## src/rtl/his_acq_sequencer_pkg.sv

```systemverilog
// Shared constants, state encoding and helpers for the SiFH histogram acquisition sequencer.
// Default sizes match the production pixel array; the top-level parameters override them.
package his_acq_sequencer_pkg;

    localparam int DATA_NUM_DEF      = 2;
    localparam int PIXEL_NUM_PER_RAM = 200;
    localparam int ACQ_NUM_DEF       = 33333;
    localparam int NB_DEF            = 12;
    localparam int BIN_NUM_PER_RAM   = 4096;

    localparam int IN_W   = 2;
    localparam int PIX_W  = 8;
    localparam int ACQ_W  = 20;
    localparam int DROP_W = 16;

    typedef enum logic [2:0] {
        S_IDLE    = 3'd0,
        S_CLEAR   = 3'd1,
        S_ACQ     = 3'd2,
        S_SWAP    = 3'd3,
        S_WAIT_RD = 3'd4
    } state_t;

    // Per-level "counter sits at its last value" flags of the nested event counter.
    typedef struct packed {
        logic in_max;
        logic pix_max;
        logic acq_max;
    } cnt_max_t;

    function automatic logic [DROP_W-1:0] sat_inc(input logic [DROP_W-1:0] v);
        return (v == '1) ? v : v + 1'b1;
    endfunction

endpackage

```

## src/rtl/his_acq_sequencer_nested_counter.sv

```systemverilog
// Three-level event/pixel/acquisition counter. Advances on en, clears synchronously,
// and reports which levels are at their terminal value so the caller can detect wraps.
module his_nested_counter
    import his_acq_sequencer_pkg::*;
#(
    parameter int DATA_NUM  = DATA_NUM_DEF,
    parameter int PIXEL_NUM = PIXEL_NUM_PER_RAM,
    parameter int ACQ_NUM   = ACQ_NUM_DEF
) (
    input  logic             clk,
    input  logic             res,
    input  logic             en,
    input  logic             clr,
    output logic [PIX_W-1:0] pix_cnt,
    output cnt_max_t         at_max
);

    logic [IN_W-1:0]  in_cnt;
    logic [ACQ_W-1:0] acq_cnt;

    assign at_max.in_max  = (in_cnt  == IN_W'(DATA_NUM - 1));
    assign at_max.pix_max = (pix_cnt == PIX_W'(PIXEL_NUM - 1));
    assign at_max.acq_max = (acq_cnt == ACQ_W'(ACQ_NUM - 1));

    always_ff @(posedge clk) begin
        if (!res || clr) begin
            in_cnt  <= '0;
            pix_cnt <= '0;
            acq_cnt <= '0;
        end else if (en) begin
            if (at_max.in_max) begin
                in_cnt <= '0;
                if (at_max.pix_max) begin
                    pix_cnt <= '0;
                    acq_cnt <= at_max.acq_max ? '0 : acq_cnt + 1'b1;
                end else begin
                    pix_cnt <= pix_cnt + 1'b1;
                end
            end else begin
                in_cnt <= in_cnt + 1'b1;
            end
        end
    end

endmodule

```

## src/rtl/his_acq_sequencer.sv

```systemverilog
// Sequencer for the SiFH histogram builder: clears a bank, fills it from TDC events,
// then ping-pongs banks and offers the finished one to readout with a req/ack handshake.
module his_acq_sequencer
    import his_acq_sequencer_pkg::*;
#(
    parameter int DATA_NUM  = DATA_NUM_DEF,
    parameter int PIXEL_NUM = PIXEL_NUM_PER_RAM,
    parameter int ACQ_NUM   = ACQ_NUM_DEF,
    parameter int NB        = NB_DEF,
    parameter int BIN_NUM   = BIN_NUM_PER_RAM
) (
    input  logic              clk,
    input  logic              res,
    input  logic              start,
    input  logic              stop,
    input  logic              tdc_valid,
    input  logic [NB-1:0]     tdc_addr,
    output logic              wr_en,
    output logic [NB-1:0]     wr_addr,
    output logic [PIX_W-1:0]  wr_pixel,
    output logic              his_num,
    output logic              clr_en,
    output logic [NB-1:0]     clr_addr,
    output logic              rd_req,
    output logic              rd_bank,
    input  logic              rd_ack,
    output logic              frame_done,
    output logic              busy,
    output logic [DROP_W-1:0] drop_cnt
);

    state_t           state, state_nxt;
    logic [NB-1:0]    clr_cnt;
    logic [PIX_W-1:0] pix_cnt;
    cnt_max_t         cnt_max;

    logic acq_evt, frame_last, clr_last, start_ok, rd_pending, drop_state;

    assign acq_evt    = (state == S_ACQ) && tdc_valid;
    assign frame_last = acq_evt && cnt_max.in_max && cnt_max.pix_max && cnt_max.acq_max;
    assign clr_last   = (clr_cnt == NB'(BIN_NUM - 1));
    assign start_ok   = (state == S_IDLE) && start;
    // An ack arriving in SWAP retires the old request, so the bank about to be cleared is free.
    assign rd_pending = rd_req && !rd_ack;
    assign drop_state = (state == S_CLEAR) || (state == S_SWAP) || (state == S_WAIT_RD);

    assign busy     = (state != S_IDLE);
    assign clr_en   = (state == S_CLEAR);
    assign clr_addr = clr_cnt;

    his_nested_counter #(
        .DATA_NUM  (DATA_NUM),
        .PIXEL_NUM (PIXEL_NUM),
        .ACQ_NUM   (ACQ_NUM)
    ) u_cnt (
        .clk     (clk),
        .res     (res),
        .en      (acq_evt),
        .clr     ((state == S_SWAP) || start_ok),
        .pix_cnt (pix_cnt),
        .at_max  (cnt_max)
    );

    always_ff @(posedge clk) begin
        if (!res) state <= S_IDLE;
        else      state <= state_nxt;
    end

    always_comb begin
        state_nxt = state;
        case (state)
            S_IDLE:    if (start) state_nxt = S_CLEAR;
            S_CLEAR:   if (clr_last) state_nxt = S_ACQ;
            S_ACQ:     if (frame_last) state_nxt = S_SWAP;
            S_SWAP: begin
                if (rd_pending) state_nxt = S_WAIT_RD;
                else if (stop)  state_nxt = S_IDLE;
                else            state_nxt = S_CLEAR;
            end
            S_WAIT_RD: if (rd_ack) state_nxt = stop ? S_IDLE : S_CLEAR;
            default:   state_nxt = S_IDLE;
        endcase
    end

    always_ff @(posedge clk) begin
        if (!res)                          clr_cnt <= '0;
        else if (clr_en && !clr_last)      clr_cnt <= clr_cnt + 1'b1;
        else                               clr_cnt <= '0;
    end

    // Write port carries the event one cycle later; his_num only moves after SWAP,
    // so it still names the bank of the last event while that write is out.
    always_ff @(posedge clk) begin
        if (!res) begin
            wr_en      <= 1'b0;
            frame_done <= 1'b0;
            wr_addr    <= '0;
            wr_pixel   <= '0;
        end else begin
            wr_en      <= acq_evt;
            frame_done <= frame_last;
            if (acq_evt) begin
                wr_addr  <= tdc_addr;
                wr_pixel <= pix_cnt;
            end
        end
    end

    always_ff @(posedge clk) begin
        if (!res) begin
            his_num <= 1'b0;
            rd_req  <= 1'b0;
            rd_bank <= 1'b0;
        end else if (state == S_SWAP) begin
            his_num <= ~his_num;
            rd_req  <= 1'b1;
            rd_bank <= his_num;
        end else if (rd_ack) begin
            rd_req  <= 1'b0;
        end
    end

    always_ff @(posedge clk) begin
        if (!res)                          drop_cnt <= '0;
        else if (start_ok)                 drop_cnt <= '0;
        else if (tdc_valid && drop_state)  drop_cnt <= sat_inc(drop_cnt);
    end

endmodule
```

## config.mk

```make
export PLATFORM = sky130hd
export DESIGN_NAME = his_acq_sequencer
export DESIGN_NICKNAME = d
export VERILOG_FILES = /design/src/rtl/his_acq_sequencer_pkg.sv /design/src/rtl/his_acq_sequencer_nested_counter.sv /design/src/rtl/his_acq_sequencer.sv
export SDC_FILE = /design/constraint.sdc
export NUM_CORES = 1
export LEC_CHECK = 0
export CORE_MARGIN = 8
export CORE_UTILIZATION = 50
export CTS_BUF_LIST = sky130_fd_sc_hd__clkbuf_16
export CTS_CLUSTER_SIZE = 25
export DETAILED_ROUTE_END_ITERATION = 8
export PLACE_DENSITY = 0.83
export SYNTH_ARGS = -nofsm -noshare
export SYNTH_HDL_FRONTEND = slang
export SYNTH_SLANG_ARGS = --single-unit
export TNS_END_PERCENT = 20
```

## constraint.sdc

```tcl
create_clock -name clk -period 4.78 [get_ports clk]
set_input_delay 0.478 -clock clk [delete_from_list [all_inputs] [get_ports clk]]
set_output_delay 0.478 -clock clk [all_outputs]
set_load 0.03 [all_outputs]
```

After elaboration in Yosys (flattened, before gate mapping) --
Cells that the tools add are included. Widths: inputs -> output; s select.
Word-level totals: register bits after elaboration 86, output and inout bits 55, bits in read-only memories 0, RAM bits 0, latch bits 0, memories 0, logic and storage cells 70
Operators by class: reduce and logical (&&, ||, !) cells 24, mux-type cells 12, $mul 0, shifts and indexed selects 0, add/sub/neg operators 5, bitwise logic cells 3, divide/modulo/power cells 0, order comparisons 0, eq/ne operators 13
Operators with widths (count):
- $add 20x1->20 const B | 1
- $eq 20x16->1 const B | 1
- $mux 20 | 1
- $add 16x1->16 const B | 1
- $eq 16x16->1 const B | 1
- $mux 3 | 5
- $pmux 3 s5 | 1
- $add 12x1->12 const B | 1
- $eq 12x12->1 const B | 1
- $add 8x1->8 const B | 1
- $eq 8x8->1 const B | 1
- $logic_and 1x1->1 | 8
- $mux 8 | 1
- $eq 3x2->1 const B | 2
- $ne 2x2->1 const B | 3
- $reduce_and 2->1 | 3
- $logic_or 1x1->1 | 4
- $reduce_and 4->1 | 1
- $eq 3x1->1 const B | 1
- $eq 3x3->1 const B | 1
- $logic_not 1->1 | 3
- $logic_not 3->1 | 1
- $mux 1 | 3
- $not 1->1 | 3
- other kinds (8) | 8

Logic depth before layout (Yosys ltp) --
Gate-level depths: netlist (run 1).
word-level depth 7, depth in mapped cells 7, mapped depth without buffers 6

Cells and area by module --
Synthesis (run 1) repeated with hierarchy kept, for this count alone.
Second synthesis, totals: cell total of the unflattened synthesis 468, area, all modules 3993.8 sq um
Modules (own cells, without submodules):
- his_acq_sequencer | area an instance 2454.9 sq um, times used 1, cells each 291, sequential area each 1121.1 sq um
- his_nested_counter | area an instance 1539.0 sq um, times used 1, cells each 177, sequential area each 600.6 sq um

Worst setup path after synthesis (run 1) --
No wires, ideal clock.
path kind flip-flop to flip-flop, start register drop_cnt[0], end register drop_cnt[6], arrival time 1.856 ns, path slack 2.810 ns, clock period less this slack 1.970 ns, stages on the path, launching flop included 8, buffers on the path 2, cells stage by stage dfxtp_1 > ha_1 > nand4_1 > and4b_1 > clkbuf_1 > buf_2 > nor3_1 > o21a_1
On the way: longest elaborated chain between the ends 3
Ends and longest elaborated chain:
- start: declaration | line his_acq_sequencer.sv:29 | output logic [DROP_W-1:0] drop_cnt
- start signal: assignment | line his_acq_sequencer.sv:126 | else if (tdc_valid && drop_state) drop_cnt <= sat_inc(drop_cnt);
- branches (longest 3 deep; another with $add 16x1->16)
Parallel ways; which one is timed is not known. A chain may end at the register's enable or synchronous reset.

Worst setup path after layout (run 1) --
start input port tdc_valid, end register u_cnt.acq_cnt[16]
On the way: longest elaborated chain between the ends 2
Ends and longest elaborated chain:
- start: declaration | line his_acq_sequencer.sv:16 | input logic tdc_valid,
- $logic_and 1x1->1 | line his_acq_sequencer.sv:39 | assign acq_evt = (state == S_ACQ) && tdc_valid;
- $reduce_and 3->1 (no line)
- end signal: assignment | line his_acq_sequencer_nested_counter.sv:35 | acq_cnt <= at_max.acq_max ? '0 : acq_cnt + 1'b1;
- end: declaration | line his_acq_sequencer_nested_counter.sv:19 | logic [ACQ_W-1:0] acq_cnt;
Every way passes these cells.

==> flow_summary.rst, run 1 <==
.. list-table::
   :header-rows: 1

   * - Metric
     - Value
   * - Quantity of I/O buffers inserted on ports
     - 72
   * - Data required time at the worst endpoint
     - 4.93 ns
   * - Max-Cap Viols
     - 0
   * - Proportion of layout cells with a drive suffix above 1
     - roughly 5.2%
   * - Syn_area_per_cell
     - just under 9 um^2
   * - Sequential fraction of design power
     - 44.6%
   * - Clock tree from TritonCTS
     - done
   * - XOR/XNOR share of the synthesized area
     - under 10%
   * - Setup violations, final
     - 0
   * - Iteration-0 DRC Markers
     - approximately 230
   * - Row Count
     - 33
   * - Worst setup slack before clock tree synthesis
     - around 1.7 ns
   * - Die W
     - approximately 110 um
   * - HP Class
     - register to register
   * - Worst hold path stage count
     - 2
   * - Core area
     - between 8000 and 9000 um^2
   * - Logic depth of the worst register-to-register path
     - 4
   * - Worst Tran Pin Value
     - 1.34 ns
   * - Hold Crit Start
     - u_cnt.in_cnt[1]
   * - N_diodes
     - 0
   * - Start point of the critical path
     - tdc_valid
   * - Util after Layout
     - between 60% and 70%
   * - Final Critical Period
     - about 2.8 ns
   * - Wire length of the first global-routing pass
     - 16.4 mm
   * - Max transition margin
     - 10.6%
   * - Cell breakdown of the critical path
     - clkdlybuf4s50_1, and4b_1, nand4_4, nor3_2, a211oi_1
   * - Number of warnings issued by yosys
     - 0
   * - Post-synth design cell area
     - 4130 um^2
   * - Worst hold path endpoint
     - u_cnt.in_cnt[1]
   * - Sequential area share after synthesis
     - 41.7%
   * - Avg Vias per Cell
     - around 6.0
   * - Clock tree root driver cell
     - clkbuf_16
   * - Terminus of the critical flop-to-flop path
     - u_cnt.acq_cnt[16]
   * - Critical register-to-register path startpoint
     - state[1]
   * - Total GRT Usage
     - about 17%
   * - Run status
     - complete, no violations
   * - Int Power
     - about 1300 uW
   * - Final worst-path cycle share
     - 57.9%
   * - Post-synthesis share of cell area spent on and, or, nand and nor gates
     - around 30%
   * - Post-synth EDFFs
     - 0
   * - Total iterations of the first detailed-routing run
     - 5
   * - Type of the worst setup path
     - input pin to register
   * - Type of element launching the critical path
     - input pin
   * - Area enclosed by the die boundary
     - around 11000 um^2
   * - WL final
     - 10.1 mm
   * - Detailed-route via count
     - 3855
   * - Switching power total
     - ~440 uW
   * - Unrepaired setup endpoints after global routing
     - false
   * - Clk network pwr share
     - 42.2%
   * - Top-Level Pins
     - 73
   * - Portion of netlist area occupied by mux cells
     - 0%
   * - Max stage delay on crit path
     - between 0.9 and 1 ns
   * - Final setup TNS
     - 0 ns
   * - Switching part of the total power
     - about a quarter
   * - Detailed-route wire length per cell
     - between 15 and 20 um
   * - Number of buffers between clock root and the deepest sink
     - 2
   * - CTS clock-pin slew for the worst setup and hold paths
     - 0.06 ns
   * - Number of nets in the synthesized netlist
     - around 500
   * - Fmax
     - 0.362 GHz
   * - Post-synthesis sequential element count
     - 86
   * - HPWL after detailed placement
     - 6.90 mm
   * - Power density over the cells
     - between 300 and 400 nW/um^2
   * - Max-slew violation count
     - 0
   * - Share of flip-flops with an asynchronous set or reset
     - 0%
   * - Endpoint arrival time on the critical path
     - 2.92 ns
   * - CP endpoint kind
     - register
   * - Post-CTS Setup Bufs
     - 0
   * - Worst-case clock skew
     - 0.00552 ns
   * - Most used flip-flop cell after synthesis
     - dfxtp_1
   * - Initial Util
     - approximately half
   * - Signed area change from the synthesized netlist to the final layout
     - 25.2%
   * - Remaining antenna violation count
     - 0
   * - Number of hold violations in the final report
     - 0
   * - Number of hold-repair buffers added at the cts stage
     - 0
   * - Maximum level of the CTS H-tree
     - 3
   * - Final weighted congestion in routability-driven placement
     - 0.856
   * - Clock sink total
     - 86
   * - Summed area of non-filler cells in the final layout
     - 5160 um^2
   * - Adder-cell share of the synthesized area
     - ~1.5%
   * - Pin count of the biggest net entering global routing
     - 33
   * - Cell with the largest stage delay on the worst path
     - nor3_2
   * - Combinational power share
     - between 10% and 20%
   * - Library cell occupying the most area in the post-synthesis netlist
     - dfxtp_1
   * - Initial antenna violation count
     - 0
   * - Dominant cells by area after synthesis
     - dfxtp_1 42%, nand2_1 6.0%, or4_1 4.4%
   * - Register-to-register setup slack
     - 2.16 ns
   * - Number of distinct library cells after synthesis
     - 55
   * - Highest fanout seen on the critical path
     - 16
   * - Least setup slack across all paths after layout
     - 2.01 ns
   * - Total overflow reported by the global router
     - 0
   * - Compound-Gate Fraction of Synth Area
     - between 10% and 20%
   * - Share of Yosys cell area claimed by the top area cell type
     - roughly two fifths
   * - Latest clock arrival within the worst-skew pair
     - ~0.33 ns
   * - Number of buffers created by CTS
     - 9
   * - Leakage power
     - 0.00156 uW
   * - Post-place instance area
     - approximately 4900 um^2
   * - Height of the chip
     - between 100 and 150 um
   * - Hold slack final
     - 0.437 ns
   * - Final-stage net count
     - ~550
   * - Maximum vdd ir drop
     - 0.000234 V
   * - Synth Instances
     - 474
   * - Filler instances
     - 678
   * - Main combinational cell family by area after synthesis
     - simple AND/OR/NAND/NOR gates
   * - Post_cts resized
     - 0
   * - Drc violations
     - 0
   * - Vias in the first global route
     - approximately 3.5k
## worst max-delay path: cells and delay by family
family                 cells  cell delay [ns]
and+or+nand+nor            3             1.72
buffers and inverters      1             0.61
AOI/OAI and AO/OA          1             0.11
## cells in the mapped netlist (3+ instances only)
| master | number |
|---|---|
| dfxtp_1 | 86 |
| nand2_1 | 66 |
| or4_1 | 24 |
| nand3_1 | 23 |
| a21oi_1 | 22 |
| o31ai_1 | 22 |
| a211oi_1 | 18 |
| nor2_1 | 17 |
| a21boi_0 | 15 |
| clkbuf_1 | 15 |
| nand4_1 | 15 |
| o21ai_0 | 12 |
| and2_1 | 11 |
| buf_2 | 10 |
| inv_1 | 9 |
| or3_1 | 9 |
| xor2_1 | 9 |
| and4_1 | 8 |
| xnor2_1 | 8 |
| a21boi_1 | 7 |
| nor3_1 | 7 |
| ha_1 | 5 |
| nor3b_1 | 5 |
| and3_1 | 4 |
| nor4_1 | 3 |
| o211ai_1 | 3 |
| o41ai_1 | 3 |
## through the flow
step | power [uW] | std cells
finish | 1710 | 639
global route | 1760 | 639
CTS | 1720 | 639
detailed placement | 1000 | 624
global placement | 997 | 624
floorplan | 925 | 474
## flip-flops by register name, summed over array words and instances, names as in the netlist
signal and flops:
rd_req 1, u_cnt.pix_cnt 8, wr_en 1, clr_addr 12, wr_addr 12, u_cnt.in_cnt 2, state 3, u_cnt.acq_cnt 20
his_num 1, frame_done 1, rd_bank 1, drop_cnt 16, wr_pixel 8
## cell type report
class / instances / area (um^2) / area share, %
Clock buffer: 9 / 225 / 4.36
Inverter: 9 / 33.8 / 0.654
Clock inverter: 6 / 80.1 / 1.55
Multi-Input combinational cell: 352 / 2250 / 43.6
Timing Repair Buffer: 72 / 721 / 14.0
Tap cell: 105 / 131 / 2.54
Sequential cell: 86 / 1720 / 33.3
## kinds of logic after synthesis
logic type | Yosys count
buf+inv | 36
flops | 86
xor+xnor | 17
simple gates | 213
compound gates | 117
fa+ha+maj | 5
## worst max-delay path by stage
stage	end	slack, ns
6_report	u_cnt.acq_cnt[16]	2.01
5_1_grt	u_cnt.acq_cnt[12]	1.80
4_1_cts	u_cnt.acq_cnt[5]	2.05
3_5_place_dp	u_cnt.acq_cnt[10]	1.69
3_3_place_gp	frame_done	1.79
2_1_floorplan	drop_cnt[6]	2.81
## power groups by stage
| stage | clock network, uW | logic, uW | registers [uW] |
|---|---|---|---|
| 2_1_floorplan | 0 | 140 | 785 |
| 3_3_place_gp | 0 | 221 | 776 |
| 3_5_place_dp | 0 | 223 | 776 |
| 4_1_cts | 733 | 228 | 761 |
| 5_1_grt | 752 | 245 | 765 |
| 6_report | 721 | 227 | 762 |
## cells in the final DEF (no fill, tap or decap), types with 11 or more instances in the layout
| cell | n |
|---|---|
| dfxtp_1 | 86 |
| clkdlybuf4s50_1 | 72 |
| nand2_1 | 66 |
| or4_1 | 24 |
| nand3_1 | 23 |
| o31ai_1 | 22 |
| a21oi_1 | 22 |
| a211oi_1 | 18 |
| nor2_1 | 17 |
| nand4_1 | 15 |
| a21boi_0 | 15 |
| inv_1 | 11 |
| and2_1 | 11 |
| o21ai_0 | 11 |
## routing by layer
layer / part of all wire, % / track usage [%] / vias to the layer above
met3: 6.5 / 4.80 / 14
li1: - / - / 1882
met2: 49 / 29.0 / 116
met5: 0 / 0 / -
met1: 43 / 20.4 / 1843
met4: 1.3 / 5.53 / 0
(Power assumes the default switching activity.)
==> run 2: changes to the inputs <==
--- a/config.mk
+++ b/config.mk
@@ -6,11 +6,11 @@
 export NUM_CORES = 1
 export LEC_CHECK = 0
 export CORE_MARGIN = 8
-export CORE_UTILIZATION = 50
+export CORE_UTILIZATION = 48
 export CTS_BUF_LIST = sky130_fd_sc_hd__clkbuf_16
 export CTS_CLUSTER_SIZE = 25
 export DETAILED_ROUTE_END_ITERATION = 8
-export PLACE_DENSITY = 0.83
+export PLACE_DENSITY = 0.84
 export SYNTH_ARGS = -nofsm -noshare
 export SYNTH_HDL_FRONTEND = slang
 export SYNTH_SLANG_ARGS = --single-unit
==> constraint.sdc (replaced) <==
create_clock -name clk -period 2.41 [get_ports clk]
set_input_delay 0.241 -clock clk [delete_from_list [all_inputs] [get_ports clk]]
set_output_delay 0.241 -clock clk [all_outputs]
set_load 0.03 [all_outputs]
==> flow_summary.rst, run 2 (synthesis results as in run 1) <==
.. list-table::
   :header-rows: 1

   * - Metric
     - Value
   * - Final Critical Period
     - 2.29 ns
   * - Sequential fraction of design power
     - between 40% and 50%
   * - Signed area change from the synthesized netlist to the final layout
     - 27.4%
   * - Detailed-route wire length per cell
     - ~16 um
   * - Initial Util
     - 48.5%
   * - Area occupied by multi-input gates
     - ~2300 um^2
   * - Total GRT Usage
     - about 17%
   * - Largest register FFs
     - 20
   * - Avg Vias per Cell
     - approximately 6
   * - Row Count
     - 34
   * - Leakage power
     - ~0.0016 uW
   * - Total overflow reported by the global router
     - 0
   * - WL final
     - 10.4 mm
   * - Highest fanout seen on the critical path
     - 12
   * - N_diodes
     - 0
   * - Worst-case clock skew
     - 0.00775 ns
   * - Worst Tran Pin Value
     - about 0.68 ns
   * - Final weighted congestion in routability-driven placement
     - 0.862
   * - Combinational power share
     - about 14%
   * - Proportion of layout cells with a drive suffix above 1
     - about 8.2%
   * - Number of buffers created by CTS
     - 9
   * - Switching part of the total power
     - 28.6%
   * - Run status
     - complete, no violations
   * - Maximum vdd ir drop
     - approximately 0.00030 V
   * - Clk network pwr share
     - between 30% and 40%
   * - Number of cells in the design after placement
     - approximately 640
   * - Top-Level Pins
     - between 70 and 80
   * - Endpoint arrival time on the critical path
     - 2.05 ns
   * - Height of the chip
     - 109 um
   * - Largest registers
     - u_cnt.acq_cnt (20), drop_cnt (16)
   * - Vias in the first global route
     - 3532
   * - Switching power total
     - just over 900 uW
   * - Clock tree root driver cell
     - clkbuf_16
   * - Count of placed standard cells in the final layout, fillers left out
     - around 660
   * - Max-slew violation count
     - 0
   * - Final worst-path cycle share
     - around 95%
   * - Die W
     - 109 um
   * - HPWL after detailed placement
     - between 7 and 8 mm
   * - Type of the worst setup path
     - register to output port
   * - HP Class
     - register to register
   * - Number of buffers between clock root and the deepest sink
     - 2
   * - Power density over the cells
     - between 600 and 700 nW/um^2
   * - Footprint of the flip-flops and latches
     - around 1700 um^2
   * - Filler instances
     - approximately 700
   * - Drc violations
     - 0
   * - CTS clock-pin slew for the worst setup and hold paths
     - ~0.06 ns
   * - Type of element launching the critical path
     - register
   * - Total iterations of the first detailed-routing run
     - 4
   * - CP endpoint kind
     - output port
   * - Maximum level of the CTS H-tree
     - 3
   * - Least setup slack across all paths after layout
     - between 0.1 and 0.15 ns
   * - Max transition margin
     - between 50% and 60%
   * - Number of hold violations in the final report
     - 0
   * - Setup violations, final
     - 0
   * - Detailed-route via count
     - 3965
   * - Largest register by flop count
     - u_cnt.acq_cnt
   * - Remaining antenna violation count
     - 0
   * - Clock tree from TritonCTS
     - done
   * - Area enclosed by the die boundary
     - 11800 um^2
   * - Wire length of the first global-routing pass
     - approximately 17 mm
   * - Core area
     - ~8500 um^2
   * - Clock sink total
     - 86
   * - Pin count of the biggest net entering global routing
     - 31
   * - Max-Cap Viols
     - 0
   * - Worst setup slack before clock tree synthesis
     - 0.121 ns
   * - Latest clock arrival within the worst-skew pair
     - around 0.34 ns
   * - Quantity of I/O buffers inserted on ports
     - ~70
   * - Fmax
     - 0.436 GHz
   * - Data required time at the worst endpoint
     - between 2 and 2.5 ns
   * - Final-stage net count
     - around 570
   * - Final setup TNS
     - 0 ns
   * - Post_cts resized
     - 0
   * - Leading cell types in the layout, fill and taps excluded
     - 86 x dfxtp_1, 72 x clkdlybuf4s50_1, 66 x nand2_1, 24 x or4_1, 23 x nand3_1
   * - Int Power
     - roughly 2300 uW
   * - Initial antenna violation count
     - 0
   * - Iteration-0 DRC Markers
     - 247
   * - Unrepaired setup endpoints after global routing
     - false
   * - Most common cell after layout, fill and taps aside
     - dfxtp_1
==> run 2: layer usage <==
layer / share of wire (%) / track usage [%] / vias up / routed length, um
li1: - / - / 1923 / -
met1: 42 / 21.4 / 1871 / 4330
met2: 49 / 28.6 / 147 / 5040
met3: 7.2 / 3.61 / 24 / 744
met4: 2.4 / 8.41 / 0 / 245
met5: 0 / 0 / - / 0
==> run 2: layout make-up <==
type / instances / share of cell area [%]
Timing Repair Buffer: 88 / 16.0
Multi-Input combinational cell: 352 / 42.8
Inverter: 9 / 0.643
Sequential cell: 86 / 32.7
Clock inverter: 7 / 0.928
Tap cell: 108 / 2.57
Clock buffer: 9 / 4.28
==> run 2: repair_timing <==
item                                    in CTS  in global routing
hold buffers                                 0                  0
setup buffers                                0                  2
endpoints found under the setup margin       0                  5
==> run 2: final timing paths <==
check                         from                 to  depth (start not counted)  slack (ns)
hold / removal     u_cnt.in_cnt[1]    u_cnt.in_cnt[1]                          2        0.43
setup reg to reg  u_cnt.pix_cnt[1]  u_cnt.acq_cnt[14]                          7        0.25
hold reg to reg    u_cnt.in_cnt[1]    u_cnt.in_cnt[1]                          2        0.43
setup / recovery          state[0]             clr_en                          3        0.12
==> run 2: per-stage QoR <==
step                      util [%]  total power [uW]  cell area [um^2]  hold slack [ns]
after floorplan                  -              1840              4130            0.317
after global placement        58.4              1990              4970            0.423
after detailed placement      58.4              2000              4970            0.422
after CTS                     61.6              3290              5240            0.431
after global routing          61.8              3400              5260            0.454
final                         61.8              3270              5260            0.430
==> run 2: critical path: stages, from the launching register on <==
cell,delay (ns)
dfxtp_1,0.57
or3b_1,0.41
inv_1,0.06
clkdlybuf4s50_1,0.67
==> run 2: power groups by stage <==
stage                     combinational (uW)  clock, uW  sequential (uW)
after global routing                     503       1380             1520
after CTS                                466       1310             1510
after floorplan                          278          0             1560
after detailed placement                 463          0             1540
after global placement                   455          0             1540
final                                    465       1290             1510
